===== src/rtl/mem_copy_dma.sv =====
// Copy engine for the single-port SRAM: moves LEN words from SRC to DST,
// one read then one write per word, and accumulates a checksum of the words read.
module mem_copy_dma #(
   parameter int ADDR_W = 10,
   parameter int DATA_W = 32
) (
   input  logic              clk,
   input  logic              rst_,
   input  logic              start,
   input  logic [ADDR_W-1:0] src,
   input  logic [ADDR_W-1:0] dst,
   input  logic [ADDR_W:0]   len,
   input  logic              abort,
   output logic              busy,
   output logic              done,
   output logic [ADDR_W:0]   count,
   output logic [DATA_W-1:0] csum,
   output logic [ADDR_W-1:0] mem_addr,
   output logic [DATA_W-1:0] mem_wdata,
   input  logic [DATA_W-1:0] mem_rdata,
   output logic              mem_cs_,
   output logic              mem_rw_
);

   typedef enum logic [1:0] {S_IDLE, S_RD, S_WR, S_FIN} state_t;

   localparam logic [ADDR_W-1:0] A_ONE = 1;
   localparam logic [ADDR_W:0]   C_ONE = 1;

   state_t            state_q, state_d;
   logic [ADDR_W-1:0] src_q, src_d;
   logic [ADDR_W-1:0] dst_q, dst_d;
   logic [ADDR_W:0]   len_q, len_d;
   logic [ADDR_W-1:0] i_q, i_d;
   logic [ADDR_W:0]   count_q, count_d;
   logic [DATA_W-1:0] csum_q, csum_d;
   logic [ADDR_W-1:0] mem_addr_q, mem_addr_d;
   logic [DATA_W-1:0] mem_wdata_q, mem_wdata_d;
   logic              mem_cs_q, mem_cs_d;
   logic              mem_rw_q, mem_rw_d;
   logic              busy_q, busy_d;
   logic              done_q, done_d;

   logic [ADDR_W-1:0] i_inc;
   logic [ADDR_W:0]   count_inc;

   assign i_inc     = i_q + A_ONE;
   assign count_inc = count_q + C_ONE;

   always_comb begin
      state_d     = state_q;
      src_d       = src_q;
      dst_d       = dst_q;
      len_d       = len_q;
      i_d         = i_q;
      count_d     = count_q;
      csum_d      = csum_q;
      mem_addr_d  = mem_addr_q;
      mem_wdata_d = mem_wdata_q;
      mem_cs_d    = 1'b1;
      mem_rw_d    = 1'b1;
      // done lands the cycle after FIN so start-to-done is 2*len+1 cycles
      done_d      = (state_q == S_FIN);

      case (state_q)
         S_IDLE: begin
            if (start) begin
               src_d   = src;
               dst_d   = dst;
               len_d   = len;
               count_d = '0;
               csum_d  = '0;
               i_d     = '0;
               if (len == '0) begin
                  state_d = S_FIN;
               end else begin
                  state_d    = S_RD;
                  mem_addr_d = src;
                  mem_cs_d   = 1'b0;
               end
            end
         end
         S_RD: begin
            if (abort) begin
               state_d = S_FIN;
            end else begin
               mem_wdata_d = mem_rdata;
               csum_d      = csum_q + mem_rdata;
               state_d     = S_WR;
               mem_addr_d  = dst_q + i_q;
               mem_cs_d    = 1'b0;
               mem_rw_d    = 1'b0;
            end
         end
         S_WR: begin
            count_d = count_inc;
            i_d     = i_inc;
            if ((count_inc == len_q) || abort) begin
               state_d = S_FIN;
            end else begin
               state_d    = S_RD;
               mem_addr_d = src_q + i_inc;
               mem_cs_d   = 1'b0;
            end
         end
         S_FIN: begin
            state_d = S_IDLE;
         end
         default: begin
            state_d = S_IDLE;
         end
      endcase

      // busy also covers the done cycle so the two are seen together
      busy_d = (state_d != S_IDLE) || (state_q == S_FIN);
   end

   always_ff @(posedge clk or negedge rst_) begin
      if (!rst_) begin
         state_q     <= S_IDLE;
         src_q       <= '0;
         dst_q       <= '0;
         len_q       <= '0;
         i_q         <= '0;
         count_q     <= '0;
         csum_q      <= '0;
         mem_addr_q  <= '0;
         mem_wdata_q <= '0;
         mem_cs_q    <= 1'b1;
         mem_rw_q    <= 1'b1;
         busy_q      <= 1'b0;
         done_q      <= 1'b0;
      end else begin
         state_q     <= state_d;
         src_q       <= src_d;
         dst_q       <= dst_d;
         len_q       <= len_d;
         i_q         <= i_d;
         count_q     <= count_d;
         csum_q      <= csum_d;
         mem_addr_q  <= mem_addr_d;
         mem_wdata_q <= mem_wdata_d;
         mem_cs_q    <= mem_cs_d;
         mem_rw_q    <= mem_rw_d;
         busy_q      <= busy_d;
         done_q      <= done_d;
      end
   end

   assign busy      = busy_q;
   assign done      = done_q;
   assign count     = count_q;
   assign csum      = csum_q;
   assign mem_addr  = mem_addr_q;
   assign mem_wdata = mem_wdata_q;
   assign mem_cs_   = mem_cs_q;
   assign mem_rw_   = mem_rw_q;

endmodule


===== config.mk =====
export PLATFORM = sky130hd
export DESIGN_NAME = mem_copy_dma
export DESIGN_NICKNAME = d
export VERILOG_FILES = /design/src/rtl/mem_copy_dma.sv
export SDC_FILE = /design/constraint.sdc
export NUM_CORES = 1
export LEC_CHECK = 0
export BUFFER_PORTS_ARGS = -buffer_cell sky130_fd_sc_hd__clkbuf_2
export CAP_MARGIN = 20
export CORE_ASPECT_RATIO = 1.5
export CORE_MARGIN = 4
export CORE_UTILIZATION = 50
export DETAILED_ROUTE_END_ITERATION = 8
export GPL_TIMING_DRIVEN = 0
export PLACE_DENSITY = 0.76
export SLEW_MARGIN = 20
export SYNTH_ARGS = -nofsm -noshare
export SYNTH_HDL_FRONTEND = slang
export SYNTH_SLANG_ARGS = --single-unit
export TNS_END_PERCENT = 20

===== constraint.sdc =====
create_clock -name clk -period 5.34 [get_ports clk]
set_input_delay 1.602 -clock clk [delete_from_list [all_inputs] [get_ports clk]]
set_output_delay 1.602 -clock clk [all_outputs]
set_load 0.05 [all_outputs]

==> summary.md <==
| Metric | Value |
|---|---|
| Highest metal used | met4 |
| Peak fanout along the critical path | 6 |
| Ratio of cells with drive above 1 in the final layout | 0.277 |
| Number of levels in the clock H-tree | 4 |
| Clock sink count | 132 |
| Wire length on met3 | 896 um |
| Fraction of the yosys area taken by sequential cells | 0.411 |
| Arrival time worst endpoint | between 4 and 5 ns |
| Syn Nets | 926 |
| Die height | 163 um |
| Path type of the worst setup path | input pin to flop |
| N_diodes | 0 |
| Final wirelength | 20.7 mm |
| Worst Hold Slack | 0.504 ns |
| Clk Tree Root Cell | sky130_fd_sc_hd__clkbuf_16 |
| WHS Path Cells | 1 |
| Final global-route overflow total | 0 |
| Fin crit period | 4.23 ns |
| Nets | roughly 1100 |
| Area Growth Syn to Fin | 20.8% |
| Met2 routed wirelength | 10.9 mm |
| Num rows | 56 |
| Total power | 7.02 mW |
| Cell types occupying the most area after synthesis | sky130_fd_sc_hd__dfrtp_1 (40%), sky130_fd_sc_hd__mux2_2 (8.9%), sky130_fd_sc_hd__ha_1 (8.7%), sky130_fd_sc_hd__o21ai_0 (4.4%), sky130_fd_sc_hd__xnor2_1 (3.9%) |
| Drt pass-1 iters | 5 |
| Core Area | ~16000 sq um |
| Total I/O pin count | 156 |
| Final number of hold-violating endpoints | 0 |
| Max-cap viol count | 0 |
| Count of yosys warnings during synthesis | 0 |
| Status | complete, no violations |
| Port buffer count | 155 |
| Areal power density over the cells | 722 nW/um^2 |
| Final Max Tran Viols | 0 |
| Req. time, crit path | between 5 and 6 ns |
| Average wire per cell in the routed design | 17.4 um |
| Type of destination of the critical path | flop |
| Max_slew headroom | 0.487 |
| Wire length of the first global-routing pass | 34.5 mm |
| Dominant synthesized flop cell | sky130_fd_sc_hd__dfrtp_1 |
| Die width | around 110 um |
| Tightest Pin Transition | 0.765 ns |
| Post-Syn Area | 8050 sq um |
| Largest area contributor in the synthesized netlist | sky130_fd_sc_hd__dfrtp_1 |
| Type of the most critical hold path | flop to flop |
| 1st-iter DRT viols | slightly below 300 |
| EDFF count, synth | 0 |
| Number of antenna violations at the first check in global routing | 0 |
| Post-CTS Resized | 0 |
| Final GP Congestion | 0.916 |
| Clock-pin transition on the worst setup and hold timing paths | about 0.050 ns |
| Initial cell density of the core | 0.513 |
| Routed met1 length | 8.02 mm |
| Total of flip-flops plus latches after synthesis | between 100 and 150 |
| Worst-case reg-to-reg path depth | 11 |
| Cell count after synthesis | 800 |
| Area of the die | 18200 sq um |
| Vias/cell | 5.68 |
| Critical Path Start Type | input pin |
| Total routing resource utilization after global routing | 0.234 |
| Area share of the leading cell type in the synthesized netlist | 0.404 |
| Clock Skews | 0.0113 ns |
| Number of clock buffers inserted by TritonCTS | 17 |
| Total half-perimeter wirelength after legalization and detailed placement | 15.9 mm |
| Post-synth ARST share | 1.00 |
| Achievable Freq | around 0.24 GHz |
| Yosys cell types | 63 |
| Later-pin clock latency in the skew report | 0.41 ns |
| Clock Path Buffers | 2 |
| Period utilisation layout | 0.792 |
| Residual DRC count | 0 |
| Total negative slack | 0 ns |
| Final setup viols | 0 |
| CTS tree | done |
| Vias in the first global route | 7045 |
| Leakage component of the power | 4.68 nW |
| Cts hold-fix bufs | 0 |
| Worst-case register-to-register setup slack | 1.99 ns |
| Post-CTS setup repair buffer count | 0 |
| Synthesized area divided by synthesized cell count | approximately 10 sq um |
| Maximum number of pins on one net before global-route repair | 85 |
| DR vias | 6762 |
| Unrepaired setup endpoints after global routing | false |
| Worst ir drop on vdd | 532 uV |
| Post-route ant nets | 0 |
[cells in the mapped netlist, drive strengths merged, types with 4 or more instances]
cell	count
a211oi	6
a21o	18
a21oi	54
a22o	9
a22oi	9
a31oi	8
a32o	5
and2	5
and3	8
buf	5
clkbuf	24
dfrtp	130
ha	56
inv	20
mux2	73
mux2i	5
nand2	73
nand2b	5
nand3	17
nand4	4
nor2	49
nor2b	5
nor3	9
o211ai	6
o21ai	74
or3	13
xnor2	37
xor2	27
[flip-flops by register name, indices dropped and copies added (netlist names)]
| signal | count |
|---|---|
| mem_rw_ | 1 |
| count | 11 |
| i_q | 10 |
| csum | 32 |
| mem_wdata | 32 |
| src_q | 10 |
| done | 1 |
| dst_q | 10 |
| state_q | 2 |
| busy | 1 |
| mem_cs_ | 1 |
| mem_addr | 10 |
| len_q | 11 |
[where the power goes]
| part | internal (mW) | switching [mW] |
|---|---|---|
| sequential | 1.45 | 0.308 |
| combinational | 1.43 | 2.62 |
| clock | 0.781 | 0.431 |
| total | 3.66 | 3.36 |
[critical path, stage by stage]
cell,delay (ns)
sky130_fd_sc_hd__clkbuf_2,0.10
sky130_fd_sc_hd__ha_1,0.22
sky130_fd_sc_hd__fa_1,0.44
sky130_fd_sc_hd__a211oi_1,0.23
sky130_fd_sc_hd__o21ai_1,0.16
sky130_fd_sc_hd__o2111ai_1,0.31
sky130_fd_sc_hd__and3b_1,0.32
sky130_fd_sc_hd__or3_1,0.14
sky130_fd_sc_hd__clkbuf_1,0.23
sky130_fd_sc_hd__a21boi_0,0.16
sky130_fd_sc_hd__or3_1,0.34
sky130_fd_sc_hd__a32o_1,0.26
[cell usage in the layout, fill, tap and decap left out, types with 10 or more instances in the layout]
cell type                   Yosys  routed
sky130_fd_sc_hd__a21o_1        18      18
sky130_fd_sc_hd__a21oi_1       54      54
sky130_fd_sc_hd__clkbuf_1      24      26
sky130_fd_sc_hd__clkbuf_16      0      17
sky130_fd_sc_hd__clkbuf_2       0     154
sky130_fd_sc_hd__dfrtp_1      130     130
sky130_fd_sc_hd__ha_1          56      56
sky130_fd_sc_hd__inv_1         20      20
sky130_fd_sc_hd__mux2_2        64      64
sky130_fd_sc_hd__nand2_1       73      73
sky130_fd_sc_hd__nand3_1       15      15
sky130_fd_sc_hd__nor2_1        48      48
sky130_fd_sc_hd__o21ai_0       71      71
sky130_fd_sc_hd__or3_1         10      10
sky130_fd_sc_hd__xnor2_1       36      36
sky130_fd_sc_hd__xor2_1        27      27
[routing by layer]
layer | vias to the layer above | global-route usage
li1 | 3247 | -
met1 | 3270 | 0.265
met5 | - | 0
met3 | 50 | 0.0430
met2 | 195 | 0.419
met4 | 0 | 0.118
[cell families after synthesis]
family	count (synthesis)	share of synthesized area
simple gates	198	0.116
xor+xnor	64	0.0705
buf+inv	49	0.0238
mux	78	0.112
flops	132	0.411
compound gates	220	0.173
fa+ha+maj	59	0.0945
[through the flow]
stage	setup slack, ns	std cells	area, sq um	util
after CTS	1.15	1190	9730	0.620
final	1.11	1190	9730	0.620
after global routing	0.931	1190	9730	0.620
after floorplan	1.29	800	8050	-
after detailed placement	0.723	1159	9120	0.581
after global placement	0.489	1158	9080	0.579
[final cells by class]
cell class              count  area [sq um]
plain buffers              29           116
clock buffers              23           488
clock inverters             8           124
fillers                  1370          5960
inverters                  20          75.1
multi-input cells         619          4560
flip-flops and latches    132          3310
well taps                 203           254
repair buffers            156           812
[worst paths after layout]
path | to | from
worst max-delay path | csum[26]$_DFFE_PN0P_ | mem_rdata[0]
worst min-delay path | mem_wdata[24]$_DFFE_PN0P_ | mem_wdata[24]$_DFFE_PN0P_
worst max register to register | csum[26]$_DFFE_PN0P_ | csum[0]$_DFFE_PN0P_
worst min register to register | mem_wdata[24]$_DFFE_PN0P_ | mem_wdata[24]$_DFFE_PN0P_
max in group asynchronous | count[9]$_DFFE_PN0P_ | rst_
min in group asynchronous | mem_wdata[17]$_DFFE_PN0P_ | rst_
Note: power is estimated with default switching activity, not from simulation.
